===== src/rtl/jtframe_rom_pkg.sv =====
// Shared types and helpers for the N-slot SDRAM ROM arbiter.
package jtframe_rom_pkg;

  localparam int SDRAM_AW  = 22;
  localparam int SDRAM_DW  = 32;
  localparam int MAX_SLOTS = 8;

  typedef enum logic [1:0] {
    IDLE = 2'd0,
    REQ  = 2'd1,
    WAIT = 2'd2
  } rom_state_t;

  // Pull the SDRAM word offset of slot idx out of the packed offset vector
  function automatic logic [SDRAM_AW-1:0] slot_offset(
    input logic [MAX_SLOTS*SDRAM_AW-1:0] offsets,
    input int                            idx
  );
    return offsets[SDRAM_AW*idx +: SDRAM_AW];
  endfunction

endpackage


===== src/rtl/jtframe_rom_nslot_cache.sv =====
// One-word (32-bit) cache for a single ROM slot: tag/valid/data storage,
// live-address hit compare and byte/word selection of the cached word.
module jtframe_rom_nslot_cache
  import jtframe_rom_pkg::*;
#(
  parameter int AW   = 18,
  parameter bit DW16 = 1'b0
)(
  input  logic                clk,
  input  logic                rst_n,
  input  logic                flush,
  input  logic                cs,
  input  logic [AW-1:0]       addr,
  input  logic                we,
  input  logic [AW-2:0]       wr_tag,
  input  logic [SDRAM_DW-1:0] wr_data,
  output logic [AW-2:0]       live_tag,
  output logic                hit,
  output logic [15:0]         dout
);

  logic                valid;
  logic [AW-2:0]       tag;
  logic [SDRAM_DW-1:0] data;

  // Tag of the live address; 8-bit slots zero-extend so both widths share storage
  always_comb begin
    if (DW16) live_tag = addr[AW-1:1];
    else      live_tag = {1'b0, addr[AW-1:2]};
  end

  // Select the addressed byte or half-word of the cached 32-bit word
  always_comb begin
    dout = '0;
    if (DW16) begin
      dout = addr[0] ? data[31:16] : data[15:0];
    end else begin
      case (addr[1:0])
        2'd0:    dout[7:0] = data[7:0];
        2'd1:    dout[7:0] = data[15:8];
        2'd2:    dout[7:0] = data[23:16];
        default: dout[7:0] = data[31:24];
      endcase
    end
  end

  // Cache line storage: a flush only drops valid, a fill writes the whole line
  always_ff @(posedge clk or negedge rst_n) begin
    if (!rst_n) begin
      valid <= 1'b0;
      tag   <= '0;
      data  <= '0;
    end else if (flush) begin
      valid <= 1'b0;
    end else if (we) begin
      valid <= 1'b1;
      tag   <= wr_tag;
      data  <= wr_data;
    end
  end

  assign hit = cs & valid & (tag == live_tag);

endmodule


===== src/rtl/jtframe_rom_nslot.sv =====
// N-slot SDRAM ROM arbiter. Each slot owns a one-word cache; misses are
// serialised onto one SDRAM req/ack/data_rdy handshake.
// Build option: JTFRAME_ROM_RR_EN selects round-robin arbitration,
// otherwise the highest pending slot index wins.
module jtframe_rom_nslot
  import jtframe_rom_pkg::*;
#(
  parameter int               SLOTS   = 4,
  parameter int               AW      = 18,
  parameter logic [SLOTS-1:0] DW16    = '0,
  parameter logic [SLOTS*22-1:0] OFFSETS = '0
)(
  input  logic                clk,
  input  logic                rst_n,
  input  logic [SLOTS-1:0]    slot_cs,
  input  logic [SLOTS*AW-1:0] slot_addr,
  output logic [SLOTS-1:0]    slot_ok,
  output logic [SLOTS*16-1:0] slot_dout,
  input  logic                downloading,
  input  logic                loop_rst,
  output logic                sdram_req,
  input  logic                sdram_ack,
  output logic [SDRAM_AW-1:0] sdram_addr,
  input  logic                data_rdy,
  input  logic [SDRAM_DW-1:0] data_read,
  output logic                refresh_en
);

  localparam int IW = (SLOTS > 1) ? $clog2(SLOTS) : 1;
  localparam int TW = AW - 1;
  localparam logic [MAX_SLOTS*SDRAM_AW-1:0] OFF_ALL = (MAX_SLOTS*SDRAM_AW)'(OFFSETS);

  rom_state_t          state, state_nx;
  logic                flush;
  logic [SLOTS-1:0]    hit;
  logic [SLOTS-1:0]    pend;
  logic [TW-1:0]       live_tag [SLOTS];
  logic [SDRAM_AW-1:0] req_addr [SLOTS];
  logic [IW-1:0]       win, win_nx;
  logic [TW-1:0]       lat_tag;
  logic                latch, fill;

  assign flush   = downloading | loop_rst;
  assign pend    = slot_cs & ~hit;
  assign slot_ok = hit & {SLOTS{~flush}};

  genvar g;
  for (g = 0; g < SLOTS; g++) begin : g_slot
    logic we;
    assign we = fill && (win == IW'(g));

    jtframe_rom_nslot_cache #(
      .AW   (AW),
      .DW16 (DW16[g])
    ) u_cache (
      .clk      (clk),
      .rst_n    (rst_n),
      .flush    (flush),
      .cs       (slot_cs[g]),
      .addr     (slot_addr[g*AW +: AW]),
      .we       (we),
      .wr_tag   (lat_tag),
      .wr_data  (data_read),
      .live_tag (live_tag[g]),
      .hit      (hit[g]),
      .dout     (slot_dout[g*16 +: 16])
    );

    assign req_addr[g] = slot_offset(OFF_ALL, g) + SDRAM_AW'({live_tag[g], 1'b0});
  end

`ifdef JTFRAME_ROM_RR_EN
  logic [IW-1:0] last_winner;
  logic [IW-1:0] rr_idx;
  logic          rr_found;

  // Round-robin pick: first pending slot searching from last_winner+1
  always_comb begin
    win_nx   = '0;
    rr_idx   = '0;
    rr_found = 1'b0;
    for (int k = 0; k < SLOTS; k++) begin
      rr_idx = IW'((int'(last_winner) + 1 + k) % SLOTS);
      if (!rr_found && pend[rr_idx]) begin
        win_nx   = rr_idx;
        rr_found = 1'b1;
      end
    end
  end

  // Rotate the search start only when a transaction actually completes
  always_ff @(posedge clk or negedge rst_n) begin
    if (!rst_n)    last_winner <= IW'(SLOTS - 1);
    else if (fill) last_winner <= win;
  end
`else
  // Fixed priority pick: the highest pending slot index wins
  always_comb begin
    win_nx = '0;
    for (int k = 0; k < SLOTS; k++) begin
      if (pend[IW'(k)]) win_nx = IW'(k);
    end
  end
`endif

  // Next state and handshake outputs; reset and flush force a quiet bus
  always_comb begin
    state_nx   = state;
    latch      = 1'b0;
    fill       = 1'b0;
    sdram_req  = 1'b0;
    refresh_en = 1'b0;
    if (flush || !rst_n) begin
      state_nx   = IDLE;
      refresh_en = 1'b1;
    end else begin
      case (state)
        IDLE: begin
          if (|pend) begin
            latch    = 1'b1;
            state_nx = REQ;
          end else begin
            refresh_en = 1'b1;
          end
        end
        REQ: begin
          sdram_req = 1'b1;
          if (sdram_ack) state_nx = WAIT;
        end
        WAIT: begin
          if (data_rdy) begin
            fill     = 1'b1;
            state_nx = IDLE;
          end
        end
        default: state_nx = IDLE;
      endcase
    end
  end

  // State register
  always_ff @(posedge clk or negedge rst_n) begin
    if (!rst_n) state <= IDLE;
    else        state <= state_nx;
  end

  // Commit winner, SDRAM address and tag when a transaction is launched
  always_ff @(posedge clk or negedge rst_n) begin
    if (!rst_n) begin
      win        <= '0;
      sdram_addr <= '0;
      lat_tag    <= '0;
    end else if (latch) begin
      win        <= win_nx;
      sdram_addr <= req_addr[win_nx];
      lat_tag    <= live_tag[win_nx];
    end
  end

endmodule


===== config.mk =====
export PLATFORM = sky130hd
export DESIGN_NAME = jtframe_rom_nslot
export DESIGN_NICKNAME = d
export VERILOG_FILES = /design/src/rtl/jtframe_rom_pkg.sv /design/src/rtl/jtframe_rom_nslot_cache.sv /design/src/rtl/jtframe_rom_nslot.sv
export SDC_FILE = /design/constraint.sdc
export NUM_CORES = 1
export LEC_CHECK = 0
export ABC_AREA = 0
export ABC_CLOCK_PERIOD_IN_PS = 2300
export BUFFER_PORTS_ARGS = -buffer_cell sky130_fd_sc_hd__buf_2
export CORE_MARGIN = 3
export CORE_UTILIZATION = 32
export DETAILED_ROUTE_END_ITERATION = 7
export MAX_ROUTING_LAYER = met4
export PLACE_DENSITY_LB_ADDON = 0.25
export SYNTH_ARGS = -nofsm -noshare
export SYNTH_HDL_FRONTEND = slang
export SYNTH_SLANG_ARGS = --single-unit

===== constraint.sdc =====
create_clock -name clk -period 2.3 [get_ports clk]
set_clock_uncertainty 0.2 [all_clocks]
set_input_delay 0.115 -clock clk [delete_from_list [all_inputs] [get_ports clk]]
set_output_delay 0.115 -clock clk [all_outputs]
set_load 0.01 [all_outputs]

# Yosys cells after proc, flatten, opt, wreduce, memory -nomap -nowiden
# Cells that the tools add are included.
# classes
eq_ne,20
bitwise,14
n_reduce_logical,22
muxes,35
n_lt_le_gt_ge,1
# ops
op,n
8-bit case mux with 3 select lines,4
17-bit by 16-bit equality test with 1-bit output,4
22-bit binary-select mux with 2-bit select,1
22-bit 2-to-1 mux,2
17-bit binary-select mux with 2-bit select,1
17-bit 2-to-1 mux,2
1-bit 2-to-1 mux,20
"2-bit equality test, second input constant",7
"2-bit by 1-bit equality test with 1-bit output, second input constant",6
2-bit logical NOT,6
"3-bit inequality test, second input constant",3
1-bit AND,8
4-bit AND,2
2-bit 2-to-1 mux,4
2-bit AND reduction,4
2-bit nonzero test,4
2-bit case mux with 3 select lines,1
1-bit logical AND,4
4-bit inverter,1
4-bit OR reduction,1
"3-bit greater-or-equal comparator, second input constant",1
1-bit inverter with 3-bit output,1
3-bit AND reduction,1
1-bit logical NOT,1
other kinds (3),3
# totals
regBits,243
word_cells,108
in_bits,114
out_inout_bits,92

# Logic depth before layout (Yosys ltp)
# Gate-level depths: netlist of run 1.
# depth
ltp_word,9
depth_mapped,8
depth_no_buf,6

# By module
# A second synthesis of run 1 with hierarchy kept.
# unflattened
hier_cells,756
hier_area_um2,11123.2
# modules_own_cells
module,seq_area_each_um2,cells_per_inst,area_each_um2,n_inst
jtframe_rom_nslot_cache,1251.2,166,2482.4,4
jtframe_rom_nslot,500.5,92,1193.6,1

# Least setup slack after synthesis of run 1
# OpenSTA, ideal clock, no wires.
# synth_timing
path_kind,register to register
from,register g_slot[1].u_cache.tag[7]
to,register lat_tag[0]
setup_ns,0.136
arrival_time_ns,1.839
path_buffers,2
required_ns,1.964
period_less_slack_ns,2.174
path_slack_ns,0.126
stages_incl_launch_ff,9
cell_sequence,dfrtp_1 xnor2_1 nand4_1 or4_4 o21ai_4 a21o_1 buf_6 buf_12 a211oi_2
# synth_via
elab_chain_len,9
word_cells_on_any_way,13
classes_between,1 x eq/ne; 7 x mux; 4 x bitwise; 1 x reduce/logical
# synth_lines
element,line,source
from (decl),jtframe_rom_nslot_cache.sv:23,logic [AW-2:0] tag;
from (signal assigned),jtframe_rom_nslot_cache.sv:57,tag <= wr_tag;
17-bit by 16-bit equality test with 1-bit output (*),jtframe_rom_nslot_cache.sv:62,assign hit = cs & valid & (tag == live_tag);
1-bit AND (*),jtframe_rom_nslot_cache.sv:62,
4-bit inverter (*),jtframe_rom_nslot.sv:44,assign pend = slot_cs & ~hit;
4-bit AND (*),jtframe_rom_nslot.sv:44,
1-bit 2-to-1 mux,jtframe_rom_nslot.sv:101,if (pend[IW'(k)]) win_nx = IW'(k);
1-bit inverter with 3-bit output (not written as such),jtframe_rom_nslot.sv:156,lat_tag <= live_tag[win_nx];
17-bit binary-select mux with 2-bit select,jtframe_rom_nslot.sv:156,
17-bit 2-to-1 mux (not written as such) (2 in series),jtframe_rom_nslot.sv:156,
to (signal assigned),jtframe_rom_nslot.sv:156,
to (decl),jtframe_rom_nslot.sv:40,logic [TW-1:0] lat_tag;
# Every way passes the cells marked *; elsewhere a longest branch is shown, timed or not. The select of a mux whose other input is x is not followed.
# A chain may end at the register's enable or synchronous reset.

# Worst setup path after layout of run 1
# layout_timing
from,register g_slot[1].u_cache.tag[15]
to,output refresh_en
# layout_via
elab_chain_len,8
# layout_lines
element,line,source
17-bit by 16-bit equality test with 1-bit output,jtframe_rom_nslot_cache.sv:62,
1-bit AND,jtframe_rom_nslot_cache.sv:62,
4-bit inverter,jtframe_rom_nslot.sv:44,
4-bit AND,jtframe_rom_nslot.sv:44,
4-bit OR reduction,jtframe_rom_nslot.sv:119,if (|pend) begin
1-bit 2-to-1 mux,jtframe_rom_nslot.sv:119,
1-bit 2-to-1 mux,jtframe_rom_nslot.sv:117,case (state)
1-bit 2-to-1 mux,jtframe_rom_nslot.sv:113,if (flush || !rst_n) begin
to (decl),jtframe_rom_nslot.sv:26,output logic refresh_en
# Every way passes these cells.

==> flow_summary_export.csv, run 1 <==
group,metric,value,unit
outcome,status,"finished with violations",
outcome,violations,"negative setup slack",
routing,drc,0,
floorplan,fp-row-count,48,
clock_network,numCtsBuffers,17,
synthesis,synthMuxAreaShare,21.6,%
clock_network,clockBufferDepth,2,
synthesis,yosysTopAreaCell,"dfrtp_1",
setup_path,path_class,"register to primary output",
clock_network,cts_tree,"done",
routing,met2_length,7640,um
timing,slew-limit-headroom,57.4,%
floorplan,die_y,141,um
routing,vias_per_cell,4.70,
clock_network,path_clk_slew,0.05,ns
pwr,p_leak,3.94,nW
synthesis,synth_seq_cells,117,
synthesis,avgSynthCellArea,12.6,um^2
placement,gp_congestion,0.834,
clock_network,cts-htree-levels,4,
routing,wl_met1,6520,um
setup_path,crit_path_end_kind,"primary output",
global_routing,gr-usage-all-layers,16.5,%
synthesis,synth-edff-count,0,
floorplan,ios,206,
final_layout,syn2layout_area_growth,38.5,%
setup_path,r2r_setup_slack,-0.28,ns
synthesis,synth.cell_area,5830,um^2
final_layout,finish.utilization,45.9,%
routing,wl_met3,1120,um
setup_path,required,1.99,ns
routing,via_count,4229,
pwr,power.switching,1.35,mW
pwr,p_sw_share,23.8,%
timing,finalSetupTns,-4.67,ns
synthesis,synthTopCellsByArea,"dfrtp_1 50%, mux2_2 15%, buf_4 7.5%",
setup_path,crit_start,"g_slot[1].u_cache.tag[15]",
synthesis,synth_top_family_by_area,"multiplexers",
routing,routed_wl,15600,um
worst_hold_path,hold_depth,4,
floorplan,die_w,141,um
routing,wl_per_cell,17.3,um
floorplan,core-area,17600,um^2
pwr,pwr-share-seq,39.0,%
timing,layout_setup_ws,-0.321,ns
routing,first_pass_iters,4,
timing,slew_violations,0,
timing,tightest_slew,0.639,ns
placement,dp_slack,-0.170,ns
synthesis,synthArstFlopShare,100,%
worst_hold_path,min-delay-start,"loop_rst",
synthesis,synth_compound_area_share,6.18,%
synthesis,synth_top_area_share,50.2,%
pwr,p_per_area,703,nW/um^2
setup_path,critical_path_peak_fanout,3,
final_layout,fillers,1618,
global_routing,grt_max_degree,118,
synthesis,synth_cells,462,
routing,ant_nets,0,
synthesis,seq_area_frac_synth,50.2,%
timing,fin_crit,2.62,ns
timing,rsz0062_at_grt,"true",
final_layout,final_cell_mix,"117 x dfrtp_1, 112 x buf_2, 80 x mux2_2",
setup_path,timing.rr.start,"g_slot[1].u_cache.tag[15]",
final_layout,n_antenna_cell,0,
clock_network,cts_root_buf,"clkbuf_16",
global_routing,overflow,0,
global_routing,first_global_vias,4540,
routing,highest_layer,"met4",
setup_path,critPathLaunchType,"register",
routing,drtIter0Drc,201,
synthesis,synth_warnings,0,
clock_network,clock_latency,0.41,ns
setup_path,r2r_end,"lat_tag[1]",
pwr,p_int,4.33,mW
timing,final_hold_viol_count,0,
global_routing,antenna_found_initial,0,
pwr,p_comb_share,12.5,%
synthesis,synthXorXnorAreaFrac,4.80,%
synthesis,synth-adder-area-share,0,%
floorplan,start_util,33.1,%
pwr,total_power,5.68,mW
final_layout,final_nets,777,
pwr,clockPowerShare,48.6,%
synthesis,synth_cell_types,36,
timing,finalSetupViolCount,20,
setup_path,critical_path_arrival,2.31,ns
clock_network,cts_sinks,117,
timing,whs,0.0902,ns
worst_hold_path,min_to,"state[1]",
timing,min_period_over_period,114,%
final_layout,drive_gt1_share,44.6,%
global_routing,grt_pass1_wl,24800,um
final_layout,final_common_cell,"dfrtp_1",
run,max-cap-violations,0,
floorplan,die_area,19900,um^2
timing,max_freq,382,MHz
worst_hold_path,min_path_type,"input port to register",
synthesis,synthSimpleGateAreaFrac,6.50,%
setup_path,r2r_cells,11,
placement,io_buffers,113,
placement,dpl.hpwl,10400,um
pwr,vdd_drop_max,515,uV
synthesis,synth_ff_type,"dfrtp_1",
-- per-stage QoR --
step	instances	instance area, um^2
floorplan	517	6040
global placement	789	6500
detailed placement	789	6500
CTS	899	8050
global route	900	8080
finish	900	8080
-- power groups by stage --
stage               Combinational [mW]  Clock, mW  Sequential [mW]
floorplan                        0.329          0             2.26
global placement                 0.550          0             2.24
detailed placement               0.557          0             2.25
CTS                              0.709       2.82             2.21
global route                     0.775       2.93             2.22
finish                           0.709       2.76             2.21
-- Yosys cell counts (all sizes together), types with 3 or more instances --
library cell	n
a21o	3
a221oi	15
buf	70
clkbuf	10
dfrtp	117
inv	18
mux2	80
mux4	16
nand2	21
nand3	3
nand4	7
nor2	17
nor3	18
nor4	5
o21ai	19
xnor2	32
-- routing by layer --
layer  vias up  global-route usage (%)
li1       1922                       -
met1      2112                    19.9
met2       171                    26.5
met3        24                    5.53
met4         0                    4.90
met5         -                       -
-- registers in the layout (all words and copies together) (netlist names) --
register,cells
win,1
g_slot.u_cache.tag,32
g_slot.u_cache.valid,2
lat_tag,16
state,2
g_slot.u_cache.data,64
-- layout make-up --
type                       instances  area, um^2  area share, %
sequential                       117        2930           36.2
multi-input combinational        302        2660           32.9
clock buffer                      21         460           5.70
clock inverter                    10         154           1.90
timing repair buffer             207        1530           19.0
tap                              225         282           3.48
inverter                          18        67.6          0.836
-- worst max-delay path by stage --
stage | end | slack [ns] | depth (start not counted)
final | refresh_en | -0.32 | 8
after global routing | refresh_en | -0.40 | 8
after global placement | lat_tag[1] | -0.16 | 8
after floorplan | lat_tag[0] | 0.13 | 8
after CTS | refresh_en | -0.36 | 8
after detailed placement | lat_tag[3] | -0.17 | 6
-- kinds of logic (layout without fill, tap and decap cells) --
logic type	after synthesis	after routing
DFF	117	117
buffers and inverters	98	256
muxes	96	96
and+or+nand+nor	76	76
AOI/OAI and AO/OA	42	42
xor gates and xnor gates	32	32
other	1	56
-- critical path, cell delays in order, from the launching register on --
cell and delay, ns:
dfrtp_1 0.40, xnor2_1 0.19, nand4_1 0.12, or4_4 0.55
buf_6 0.13, o21ai_4 0.14, buf_6 0.13, a21o_1 0.11
buf_2 0.12
-- what timing repair did --
action                                 in CTS  in global routing
pin swaps                                  16                  5
buffers inserted                            8                  3
hold buffers                               70                  0
setup endpoints to repair                  20                 20
endpoints found under the hold margin     202                  0
resized for setup                          30                  5
cloned                                      1                  0
Power figures use the tool's default switching activity.
==> run 2: changes to the inputs <==
Settings changed: ABC_AREA 0 to 1, BUFFER_PORTS_ARGS -buffer_cell sky130_fd_sc_hd__buf_2 to -buffer_cell sky130_fd_sc_hd__buf_4.
==> run 2 against run 1 <==
First-iteration DRC count up 52%. Final area up 5.4%. Maximum frequency up 18%. Largest cell class unchanged. Via count up 33%. Sequential power about the same. Cell count up 41%. The flow now finishes without violations. Synthesized area up 7.3%.
==> flow_summary_export.csv, run 2 <==
group,metric,value,unit
pwr,vdd_drop_max,536,uV
final_layout,top_regs,"g_slot.u_cache.data x64, g_slot.u_cache.tag x32, lat_tag x16",
routing,drtIter0Drc,306,
pwr,p_leak,4.24,nW
timing,slew_violations,0,
clock_network,path_clk_slew,0.06,ns
setup_path,critical_path_arrival,1.91,ns
placement,dpl.hpwl,12900,um
floorplan,fp-row-count,50,
worst_hold_path,min-delay-start,"slot_cs[1]",
timing,tightest_slew,0.649,ns
synthesis,synthArstFlopShare,100,%
final_layout,n_antenna_cell,0,
synthesis,seq_area_frac_synth,46.8,%
final_layout,area.sequential,2930,um^2
final_layout,finish.utilization,44.9,%
floorplan,start_util,33.0,%
routing,ant_nets,0,
setup_path,path_delay_family,"simple AND/OR/NAND/NOR gates",
synthesis,synth_cell_types,37,
pwr,p_per_area,659,nW/um^2
synthesis,synth_ff_type,"dfrtp_1",
timing,min_period_over_period,96.6,%
synthesis,synth.most_common_cell,"nand2_1",
floorplan,die_w,146,um
routing,wl_per_cell,14.4,um
global_routing,overflow,0,
floorplan,die_area,21300,um^2
floorplan,core-area,19000,um^2
floorplan,ios,206,
final_layout,syn2layout_area_growth,36.1,%
synthesis,synthXorXnorAreaFrac,0.979,%
clock_network,cts_root_buf,"clkbuf_16",
outcome,status,"completed",
synthesis,synth_seq_cells,117,
timing,fin_crit,2.22,ns
timing,layout_setup_ws,0.0772,ns
final_layout,drive_gt1_share,19.3,%
worst_hold_path,min_path_type,"input port to register",
synthesis,synthMuxAreaShare,0,%
synthesis,synth-adder-area-share,0,%
routing,drc,0,
timing,finalSetupTns,0,ns
global_routing,antenna_found_initial,0,
global_routing,first_global_vias,5521,
floorplan,die_y,146,um
global_routing,grt_pass1_wl,29200,um
synthesis,synth_warnings,0,
global_routing,grt_max_degree,118,
synthesis,synth_cells,810,
synthesis,yosysTopAreaCell,"dfrtp_1",
final_layout,fillers,1942,
final_layout,final_cell_mix,"230 x nand2_1, 119 x buf_4, 116 x dfrtp_1",
setup_path,critical_path_peak_fanout,2,
placement,gp_congestion,0.898,
synthesis,synthTopCellsByArea,"dfrtp_1 47%, nand2_1 14%, o21ai_0 8.5%",
timing,slew-limit-headroom,56.7,%
clock_network,cts_tree,"done",
setup_path,crit_start,"g_slot[1].u_cache.tag[6]",
routing,via_count,5608,
final_layout,largest_register,"g_slot.u_cache.data",
timing,final_hold_viol_count,0,
global_routing,use_met2,28.5,%
setup_path,timing.rr.start,"g_slot[0].u_cache.tag[5]",
global_routing,gr-usage-met1,22.6,%
setup_path,slowest_stage,"dfrtp_1",
synthesis,synth_compound_area_share,14.0,%
clock_network,clockBufferDepth,2,
placement,io_buffers,113,
routing,routed_wl,18300,um
placement,dp_slack,0.124,ns
timing,rsz0062_at_grt,"true",
setup_path,crit_path_end_kind,"primary output",
synthesis,synthSimpleGateAreaFrac,22.1,%
clock_network,cts-htree-levels,4,
final_layout,largest_reg_flops,64,
synthesis,ys_top_cells_by_count,"238 x nand2_1, 117 x dfrtp_1, 106 x inv_1, 106 x o21ai_0, 58 x buf_4",
routing,first_pass_iters,5,
final_layout,final_nets,1108,
setup_path,critPathMaxStageDelay,0.40,ns
final_layout,multi_input_area,2600,um^2
setup_path,path_class,"register to primary output",
setup_path,required,1.99,ns
global_routing,gr-usage-all-layers,17.9,%
setup_path,crit_buf_inv,1,
synthesis,synth.cell_area,6260,um^2
synthesis,avgSynthCellArea,7.73,um^2
timing,max_freq,450,MHz
global_routing,grt-busiest-layer,"met2",
final_layout,final_common_cell,"nand2_1",
routing,vias_per_cell,4.43,
global_routing,met3_usage,4.80,%
clock_network,numCtsBuffers,17,
timing,finalSetupViolCount,0,
synthesis,synth_top_area_share,46.8,%
synthesis,synth-edff-count,0,
run,max-cap-violations,0,
setup_path,critPathLaunchType,"register",
clock_network,clock_latency,0.42,ns
clock_network,cts_sinks,117,
setup_path,crit_chain,"xor2_2, nor3_2, nand4_1, nor4b_2, nand3_1, nor2_2, buf_4",
synthesis,synth_top_family_by_area,"simple AND/OR/NAND/NOR gates",
run 2: changes by cell type after synthesis, sizes merged, moves of 16 or more:
cell and change:
mux2 -80, o21ai +117, nor2 +29, mux4 -16, inv +90, xnor2 -28, nand2 +223
run 2: cell families after synthesis:
logic type	after synthesis
buffers and inverters	192
xor gates and xnor gates	7
and+or+nand+nor	335
DFF	117
other	1
AOI/OAI and AO/OA	158
run 2: power breakdown:
part           switching, mW  leakage (nW)  internal (mW)
registers             0.0576          1.60           2.14
clock network           1.02         0.273           1.60
logic                  0.436          2.36          0.361
run 2: area by class of cell:
type                            instances  share of cell area [%]
Tap cell                              260                    3.82
Timing Repair Buffer                  194                    19.7
Sequential cell                       117                    34.4
Clock inverter                         14                    1.84
Clock buffer                           18                    5.04
Multi-Input combinational cell        556                    30.5
Inverter                              108                    4.79
run 2: path summary, 6_finish.rpt:
check                                              to  slack [ns]  depth (start not counted)
setup / recovery                           slot_ok[1]        0.08                          7
hold / removal                               state[0]        0.04                          5
setup reg to reg                          lat_tag[13]        0.26                         13
hold reg to reg            g_slot[1].u_cache.data[13]        0.28                          2
max in group asynchronous  g_slot[1].u_cache.data[24]        1.25                          3
min in group asynchronous    g_slot[1].u_cache.tag[8]        0.17                          3
run 2: timing repair:
action,CTS,global route
endpoints found under the hold margin,201,0
pin swaps,1,2
gates resized for setup,3,18
setup buffers,2,0
endpoints found under the setup margin,2,12
hold buffers,72,0
run 2: worst reg2reg max path: stages, from the launching register on:
cell     delay, ns
dfrtp_1       0.36
inv_1         0.05
nand2_1       0.08
nand2_1       0.06
nor2_1        0.13
nand2_1       0.07
nor2_1        0.10
nand3_1       0.09
a21oi_2       0.18
nand2_2       0.10
nand2_4       0.17
inv_4         0.15
nand2_1       0.13
o21ai_2       0.05
run 2: per-layer routing:
metal	part of all wire, %	wire length [um]
met5	0	0
met1	45	8240
met3	6.4	1170
met4	1.6	284
met2	47	8600
run 2: stage by stage:
step	cell area [um^2]	total power [mW]	hold slack, ns	std cells
final	8520	5.61	0.0399	1267
after global routing	8520	5.87	0.0558	1267
after CTS	8460	5.66	0.00431	1267
after detailed placement	7130	2.93	0.0935	1161
after global placement	7130	2.93	0.0917	1161
after floorplan	6470	2.62	-0.381	865
==> run 3: changes to the inputs <==
Settings changed: CORE_UTILIZATION 32 to 45.
==> run 3 against run 2 <==
Clock power rose by 7%. Sequential power about the same. Setup slack gained 0.0090 ns. Non-clock buffer count down 1. Critical path type unchanged.
==> flow_summary_export.csv, run 3 (synthesis gave the netlist of run 2 again) <==
group,metric,value,unit
pwr,p_per_area,686,nW/um^2
global_routing,overflow,0,
clock_network,cts-htree-levels,4,
setup_path,required,1.99,ns
clock_network,cts_sinks,117,
final_layout,top_regs,"g_slot.u_cache.data x64, g_slot.u_cache.tag x32, lat_tag x16",
floorplan,fp-row-count,42,
setup_path,r2r_end,"lat_tag[5]",
clock_network,cts_tree,"done",
outcome,status,"completed",
global_routing,gr-usage-all-layers,24.1,%
timing,finalSetupViolCount,0,
routing,ant_nets,0,
routing,wl_per_cell,14.7,um
final_layout,n_antenna_cell,0,
global_routing,grt_max_degree,118,
timing,final_hold_viol_count,0,
clock_network,path_clk_slew,0.05,ns
final_layout,area.sequential,2930,um^2
global_routing,antenna_found_initial,0,
final_layout,final_common_cell,"nand2_1",
setup_path,timing.rr.start,"g_slot[0].u_cache.tag[0]",
placement,gp_congestion,0.920,
timing,max_freq,452,MHz
setup_path,path_class,"register to primary output",
floorplan,ios,206,
timing,tightest_slew,0.687,ns
timing,rsz0062_at_grt,"true",
setup_path,crit_start,"g_slot[0].u_cache.tag[0]",
floorplan,core-area,13400,um^2
clock_network,clock_latency,0.41,ns
setup_path,critPathLaunchType,"register",
timing,fin_crit,2.21,ns
timing,slew_violations,0,
final_layout,final_cell_mix,"237 x nand2_1, 118 x buf_4, 117 x dfrtp_1",
setup_path,r2r_cells,12,
clock_network,numCtsBuffers,17,
timing,whs,0.000552,ns
setup_path,crit_path_end_kind,"primary output",
global_routing,first_global_vias,5458,
routing,drtIter0Drc,492,
final_layout,largest_register,"g_slot.u_cache.data",
timing,min_period_over_period,96.3,%
placement,dpl.hpwl,11800,um
timing,slew-limit-headroom,54.2,%
pwr,vdd_drop_max,509,uV
routing,vias_per_cell,4.82,
final_layout,syn2layout_area_growth,34.6,%
placement,io_buffers,113,
setup_path,r2r_setup_slack,0.24,ns
final_layout,fillers,1141,
floorplan,die_w,124,um
routing,first_pass_iters,5,
final_layout,final_nets,1107,
final_layout,largest_reg_flops,64,
setup_path,setup.worst_path.end,"refresh_en",
setup_path,critical_path_arrival,1.90,ns
floorplan,start_util,46.7,%
final_layout,finish.utilization,62.9,%
clock_network,clockBufferDepth,2,
setup_path,critical_path_peak_fanout,4,
floorplan,die_area,15400,um^2
final_layout,drive_gt1_share,18.0,%
run,max-cap-violations,0,
final_layout,multi_input_area,2580,um^2
routing,via_count,5694,
floorplan,die_y,124,um
pwr,p_leak,4.28,nW
clock_network,cts_root_buf,"clkbuf_16",
global_routing,grt_pass1_wl,27200,um
clock_network,postCtsSetupBuffers,0,
routing,drc,0,
worst_hold_path,min_path_type,"input port to register",
routing,routed_wl,17400,um
[run 3: cell types whose count changed in the layout (fill, tap and decap cells not counted), sizes merged, moves of 2 or more]
cell | before | now
clkinv | 7 | 4
clkinvlp | 4 | 0
bufinv | 2 | 4
clkbuf | 18 | 23
[run 3: routing by layer]
layer,vias up,GRT usage [%],part of all wire (%)
met5,-,-,0
met4,0,7.53,2.0
met3,32,5.09,6.8
met2,231,39.4,49
met1,2600,30.2,43
li1,2831,-,-
[run 3: layout make-up]
| class | count | share of cell area, % |
|---|---|---|
| multi-input cells | 556 | 30.6 |
| inverters | 108 | 4.84 |
| repair buffers | 193 | 19.8 |
| flip-flops and latches | 117 | 34.7 |
| clock buffers | 23 | 5.67 |
| clock inverters | 8 | 1.75 |
| well taps | 176 | 2.61 |
[run 3: critical path, cell delays in order (launching register included)]
cell     delay, ns
dfrtp_1       0.41
nand2_1       0.10
nand2_1       0.05
nor2_1        0.08
nand2_1       0.05
nor2_1        0.13
nand3_1       0.12
a21oi_2       0.19
nand2_2       0.10
o21ai_2       0.12
buf_4         0.13
[run 3: stage by stage]
| step | setup WS, ns | instance area, um^2 | power, mW | std cells | setup TNS, ns |
|---|---|---|---|---|---|
| after floorplan | 0.603 | 6470 | 2.62 | 865 | 0 |
| after global placement | 0.190 | 7040 | 2.90 | 1078 | 0 |
| after detailed placement | 0.167 | 7040 | 2.91 | 1078 | 0 |
| after CTS | 0.00826 | 8390 | 5.80 | 1181 | 0 |
| after global routing | -0.0407 | 8430 | 6.01 | 1181 | -0.0407 |
| final | 0.0862 | 8430 | 5.78 | 1181 | 0 |
[run 3: worst min-delay path by stage]
stage                     depth (start not counted)  slack (ns)          start                        end
after global placement                            2        0.09          rst_n   g_slot[0].u_cache.tag[6]
after detailed placement                          2        0.09          rst_n   g_slot[1].u_cache.tag[6]
after CTS                                         5       0.005  slot_addr[35]                lat_tag[15]
final                                             5      0.0006  slot_addr[35]                lat_tag[15]
after global routing                              5        0.05  slot_addr[35]                lat_tag[15]
after floorplan                                   0       -0.38          rst_n  g_slot[0].u_cache.data[0]
[run 3: repair_timing]
action,in CTS,in global routing
pin swaps,0,5
hold buffers,72,0
resized for setup,1,12
setup endpoints to repair,1,12
endpoints found under the hold margin,201,0
[run 3: report_power, final]
| group | switching, mW | internal [mW] |
|---|---|---|
| logic | 0.425 | 0.358 |
| registers | 0.0601 | 2.14 |
| clock network | 0.906 | 1.89 |
| total | 1.39 | 4.39 |
